===== src/rtl/snake_pkg.sv =====
// Shared definitions for the snake game-logic datapath.
//   COORD_W   : width of board coordinates and of the shared subtractor
//   ST_*      : subtractor_arbiter FSM state encoding
//   REQ_*     : requester index assignments on the arbiter
package snake_pkg;

    localparam int COORD_W = 10;

    localparam logic [1:0] ST_IDLE = 2'd0;
    localparam logic [1:0] ST_EXEC = 2'd1;
    localparam logic [1:0] ST_DONE = 2'd2;

    localparam int REQ_WALL  = 0;
    localparam int REQ_FOOD  = 1;
    localparam int REQ_BODY  = 2;
    localparam int REQ_SCORE = 3;

endpackage


===== src/rtl/subtractor_arbiter_rr_pick.sv =====
// Combinational round-robin priority picker.
//   req     in   NUM_REQ  request vector
//   rr_ptr  in   ID_W     index with highest priority this round
//   winner  out  ID_W     first set request scanning rr_ptr, rr_ptr+1, ... (mod NUM_REQ)
//   any     out  1        at least one request is set
module rr_pick #(
    parameter int NUM_REQ = 4,
    parameter int ID_W    = 2
) (
    input  logic [NUM_REQ-1:0] req,
    input  logic [ID_W-1:0]    rr_ptr,
    output logic [ID_W-1:0]    winner,
    output logic               any
);

    always_comb begin
        int              sum;
        logic [ID_W-1:0] idx;
        sum    = 0;
        idx    = '0;
        winner = '0;
        any    = |req;
        // Scan from the farthest offset down so the closest one to rr_ptr is written last.
        for (int i = NUM_REQ - 1; i >= 0; i--) begin
            sum = int'(rr_ptr) + i;
            if (sum >= NUM_REQ) begin
                sum = sum - NUM_REQ;
            end
            idx = ID_W'(sum);
            if (req[idx]) begin
                winner = idx;
            end
        end
    end

endmodule


===== src/rtl/subtractor_arbiter.sv =====
// Shares one external WIDTH-bit subtractor among NUM_REQ requesters.
// Round-robin grant, operands latched at the grant edge, tagged result one
// cycle later with a locally computed unsigned borrow.
//   clk        in   1              system clock
//   rst        in   1              synchronous active-high reset
//   req        in   NUM_REQ        request per requester
//   op_a/op_b  in   NUM_REQ*WIDTH  operands, requester i at [i*WIDTH +: WIDTH]
//   gnt        out  NUM_REQ        one-hot, one-cycle grant pulse
//   busy       out  1              operation in flight
//   sub_a/b    out  WIDTH          to the subtractor
//   sub_d      in   WIDTH          subtractor result (combinational A-B)
//   res_valid  out  1              one-cycle result strobe
//   res_id     out  ID_W           owner of the result
//   res_diff   out  WIDTH          A-B modulo 2^WIDTH
//   res_neg    out  1              A < B
//
// state | meaning
// IDLE  | arbitrate; on a request latch winner operands and pulse gnt
// EXEC  | operands held on sub_a/sub_b while sub_d settles; capture result
// DONE  | res_valid pulse; no arbitration this cycle
module subtractor_arbiter
    import snake_pkg::*;
#(
    parameter int NUM_REQ = 4,
    parameter int WIDTH   = COORD_W,
    parameter int ID_W    = 2
) (
    input  logic                     clk,
    input  logic                     rst,
    input  logic [NUM_REQ-1:0]       req,
    input  logic [NUM_REQ*WIDTH-1:0] op_a,
    input  logic [NUM_REQ*WIDTH-1:0] op_b,
    output logic [NUM_REQ-1:0]       gnt,
    output logic                     busy,
    output logic [WIDTH-1:0]         sub_a,
    output logic [WIDTH-1:0]         sub_b,
    input  logic [WIDTH-1:0]         sub_d,
    output logic                     res_valid,
    output logic [ID_W-1:0]          res_id,
    output logic [WIDTH-1:0]         res_diff,
    output logic                     res_neg
);

    logic [1:0]         state;
    logic [ID_W-1:0]    rr_ptr;
    logic [ID_W-1:0]    id_q;
    logic [ID_W-1:0]    winner;
    logic               any;
    logic [WIDTH-1:0]   win_a;
    logic [WIDTH-1:0]   win_b;
    logic [NUM_REQ-1:0] win_onehot;

    rr_pick #(
        .NUM_REQ (NUM_REQ),
        .ID_W    (ID_W)
    ) u_rr_pick (
        .req    (req),
        .rr_ptr (rr_ptr),
        .winner (winner),
        .any    (any)
    );

    always_comb begin
        win_a      = '0;
        win_b      = '0;
        win_onehot = '0;
        for (int i = 0; i < NUM_REQ; i++) begin
            if (ID_W'(i) == winner) begin
                win_a         = op_a[i*WIDTH +: WIDTH];
                win_b         = op_b[i*WIDTH +: WIDTH];
                win_onehot[i] = 1'b1;
            end
        end
    end

    assign busy = (state != ST_IDLE);

    always_ff @(posedge clk) begin
        if (rst) begin
            state     <= ST_IDLE;
            rr_ptr    <= '0;
            id_q      <= '0;
            gnt       <= '0;
            sub_a     <= '0;
            sub_b     <= '0;
            res_valid <= 1'b0;
            res_id    <= '0;
            res_diff  <= '0;
            res_neg   <= 1'b0;
        end else begin
            gnt       <= '0;
            res_valid <= 1'b0;
            case (state)
                ST_IDLE: begin
                    if (any) begin
                        sub_a  <= win_a;
                        sub_b  <= win_b;
                        id_q   <= winner;
                        gnt    <= win_onehot;
                        rr_ptr <= (winner == ID_W'(NUM_REQ - 1)) ? '0 : winner + ID_W'(1);
                        state  <= ST_EXEC;
                    end
                end
                ST_EXEC: begin
                    res_diff  <= sub_d;
                    // The subtractor has no borrow output, so derive it from the held operands.
                    res_neg   <= (sub_a < sub_b);
                    res_id    <= id_q;
                    res_valid <= 1'b1;
                    state     <= ST_DONE;
                end
                ST_DONE: begin
                    state <= ST_IDLE;
                end
                default: begin
                    state <= ST_IDLE;
                end
            endcase
        end
    end

endmodule


===== config.mk =====
export PLATFORM = sky130hd
export DESIGN_NAME = subtractor_arbiter
export DESIGN_NICKNAME = d
export VERILOG_FILES = /design/src/rtl/snake_pkg.sv /design/src/rtl/subtractor_arbiter_rr_pick.sv /design/src/rtl/subtractor_arbiter.sv
export SDC_FILE = /design/constraint.sdc
export NUM_CORES = 1
export LEC_CHECK = 0
export BUFFER_PORTS_ARGS = -buffer_cell sky130_fd_sc_hd__clkbuf_2
export CAP_MARGIN = 20
export CORE_MARGIN = 1.5
export CORE_UTILIZATION = 40
export CTS_CLUSTER_DIAMETER = 150
export CTS_CLUSTER_SIZE = 30
export DETAILED_ROUTE_END_ITERATION = 6
export PLACE_DENSITY = 0.73
export SLEW_MARGIN = 20
export SYNTH_ARGS = -nofsm -noshare
export SYNTH_HDL_FRONTEND = slang
export SYNTH_SLANG_ARGS = --single-unit

===== constraint.sdc =====
create_clock -name clk -period 3.4 [get_ports clk]
set_input_delay 0.34 -clock clk [delete_from_list [all_inputs] [get_ports clk]]
set_output_delay 0.34 -clock clk [all_outputs]
set_load 0.03 [all_outputs]

==> impl_results.md <==
* Largest area contributor in the netlist: dfxtp_1
* Tot GR Track Use at 0.210
* Final worst-path cycle share at 0.767
* Post-DR vias/cell at 5.28
* Hold Path Class: input pin to flop
* Setup violations, final at 0
* Most common cell after layout, fill and taps aside: clkbuf_2
* Die width at 82.7 um
* Clock tree buffer depth at 2
* CTS tree: yes
* Critical Path End Type: flop
* Resize count post-CTS at 0
* Synth Flop Type: dfxtp_1
* First-pass GRT wire length at 11100 um
* Post-synthesis register bit count at 44
* Synthesized instance count at 311
* ANT cells at 0
* Starting Density at 0.421
* Maximum fanout along the worst path at 21
* Status: completed
* GRT overflow at 0
* Routability cong. at 0.771
* H-tree levels at 2
* IR drop worst, VDD at 0.255 mV
* Post-route ant nets at 0
* Mean Syn Cell Area at 8.16 sq um
* Clock Sinks at 44
* First-pass DRT Iterations at 4
* Cts bufs inserted at 5
* Final Max Tran Viols at 0
* Final #Nets at 537
* Max cap viols at 0
* Setup CP Type: flop to flop
* Die span in y at 82.7 um
* Boundary pin count at 135
* Core area at 0.00603 sq mm
* Largest net degree at the start of global routing at 43
* Worst-Skew Late Latency at 300 ps
* Distinct cells, synth at 36
* Clock Tree Root: clkbuf_8
* Synth area leaders: dfxtp_1 (35%), a21oi_1 (9.5%), ha_1 (6.4%), nand3b_1 (5.9%), a221oi_2 (5.3%)
* Fin Setup TNS at 0 ps
* Syn_nets at 420
* Hold violation count in the final report at 0
* Post-synth EDFFs at 0
* Detailed placer's ending HPWL at 5320 um
* Hold-fix buffers at CTS at 0
* F_max at 0.384 GHz
* Post-CTS setup buffer count at 0
* Area Growth Syn to Fin at 29.5%
* Crit path DAT at 2760 ps
* Port Buffers at 134
* Core Rows at 28
* Synth warn at 0
* Total Routed Length at 7070 um
* Initial DRC count at 65
* Final Cell Area at 0.00329 sq mm
* Most frequent cells in the layout: clkbuf_2 (134), a21oi_1 (48), dfxtp_1 (44), inv_1 (32), nand2_1 (31)
* Async set-reset flop share out of synthesis at 0
* RSZ-0062 raised after global routing: false
* # DRC at 0
* CP startpoint kind: flop
* Die area at 0.00683 sq mm
* Layout cells sized above 1 at 0.371
* Yosys top cell area share at 0.347
* Worst-Margin Slew at 972 ps
* Vias in the first global route at 2471
* Hold slack final at 258 ps
* Mapped cell area at 0.00254 sq mm
* Routed len/inst at 14.0 um
* Fin util at 0.546
* Clock skew at 7.14 ps
* Initial antenna violation count at 0
* Reg clk slew, reported paths at 90 ps
* Placed inst area at 0.00319 sq mm
* Routed vias at 2659
* Pwr per Cell Area at 528 mW/mm^2
* Seq/Total Area, Yosys at 0.347
* Static leakage at 1.57 nW
* Minimum clock period at 2610 ps
* Slew HR at 0.352
* Worst path required time at 3550 ps
==> registers in the layout, indices dropped and copies added (netlist names) <==
| signal | cells |
|---|---|
| gnt | 4 |
| id_q | 2 |
| res_diff | 10 |
| res_id | 2 |
| res_neg | 1 |
| res_valid | 1 |
| rr_ptr | 2 |
| state | 2 |
| sub_a | 10 |
| sub_b | 10 |
==> synthesized netlist by cell type, types with 2 or more instances <==
cell	count
buf_6	4
inv_1	32
buf_2	4
clkbuf_1	17
ha_1	13
nand2_1	31
nand3b_1	20
dfxtp_1	44
nor3_1	12
a221o_1	9
buf_1	3
nor3b_1	3
a211oi_1	12
a221oi_2	9
and2_1	4
nor2_1	16
a221oi_1	11
a21oi_1	48
o21a_1	2
==> power by group <==
| part | internal [W] | total [W] | switching, W |
|---|---|---|---|
| logic | 0.000298 | 0.000764 | 0.000467 |
| clock network | 0.000162 | 0.000339 | 0.000177 |
| registers | 0.000586 | 0.000634 | 0.0000482 |
| total | 0.00105 | 0.00174 | 0.000691 |
==> critical path, stage by stage (launching register included) <==
cell and delay (ps):
dfxtp_1 450, mux2i_1 210, nor2_1 50, nor3_1 500, inv_1 140, ha_1 520
nand3b_1 220, a221oi_1 90, a211oi_1 200, nor3_1 70
==> layout make-up <==
cell class,instances,area [sq um]
inverters,32,120
clock buffers,6,82.6
multi-input cells,207,1400
clock inverters,2,10.0
well taps,75,93.8
flip-flops and latches,44,881
fillers,579,2740
repair buffers,138,701
==> worst paths after layout <==
check,start,endpoint,slack [ps],cells past startpoint
max reg2reg,rr_ptr[1]$_SDFFE_PP0P_,sub_a[1]$_SDFFE_PP0P_,790,9
min reg2reg,id_q[1]$_SDFFE_PP0P_,res_id[1]$_SDFFE_PP0P_,450,2
min,sub_d[2],res_diff[2]$_SDFFE_PP0P_,260,3
max,rr_ptr[1]$_SDFFE_PP0P_,sub_a[1]$_SDFFE_PP0P_,790,9
==> metrics by stage <==
step / power, W / instances / setup WS [ps]
after CTS: 0.00175 / 504 / 778
final: 0.00174 / 504 / 793
after global placement: 0.00140 / 496 / 869
after global routing: 0.00186 / 504 / 505
after detailed placement: 0.00142 / 496 / 782
after floorplan: 0.00121 / 311 / 985
==> routing by layer <==
metal | vias to the layer above | global-route usage | wire length (um)
met5 | - | 0 | 0
met4 | 0 | 0.0683 | 59
met3 | 5 | 0.0484 | 641
met2 | 110 | 0.372 | 3300
met1 | 1191 | 0.250 | 3070
li1 | 1353 | - | -
==> cells by family after synthesis <==
group	Yosys count	share of synthesized area
buf+inv	60	0.103
compound gates	100	0.292
fa+ha+maj	13	0.0641
simple gates	93	0.190
mux	1	0.00394
flops	44	0.347
Note: power is estimated with default switching activity, not from simulation.
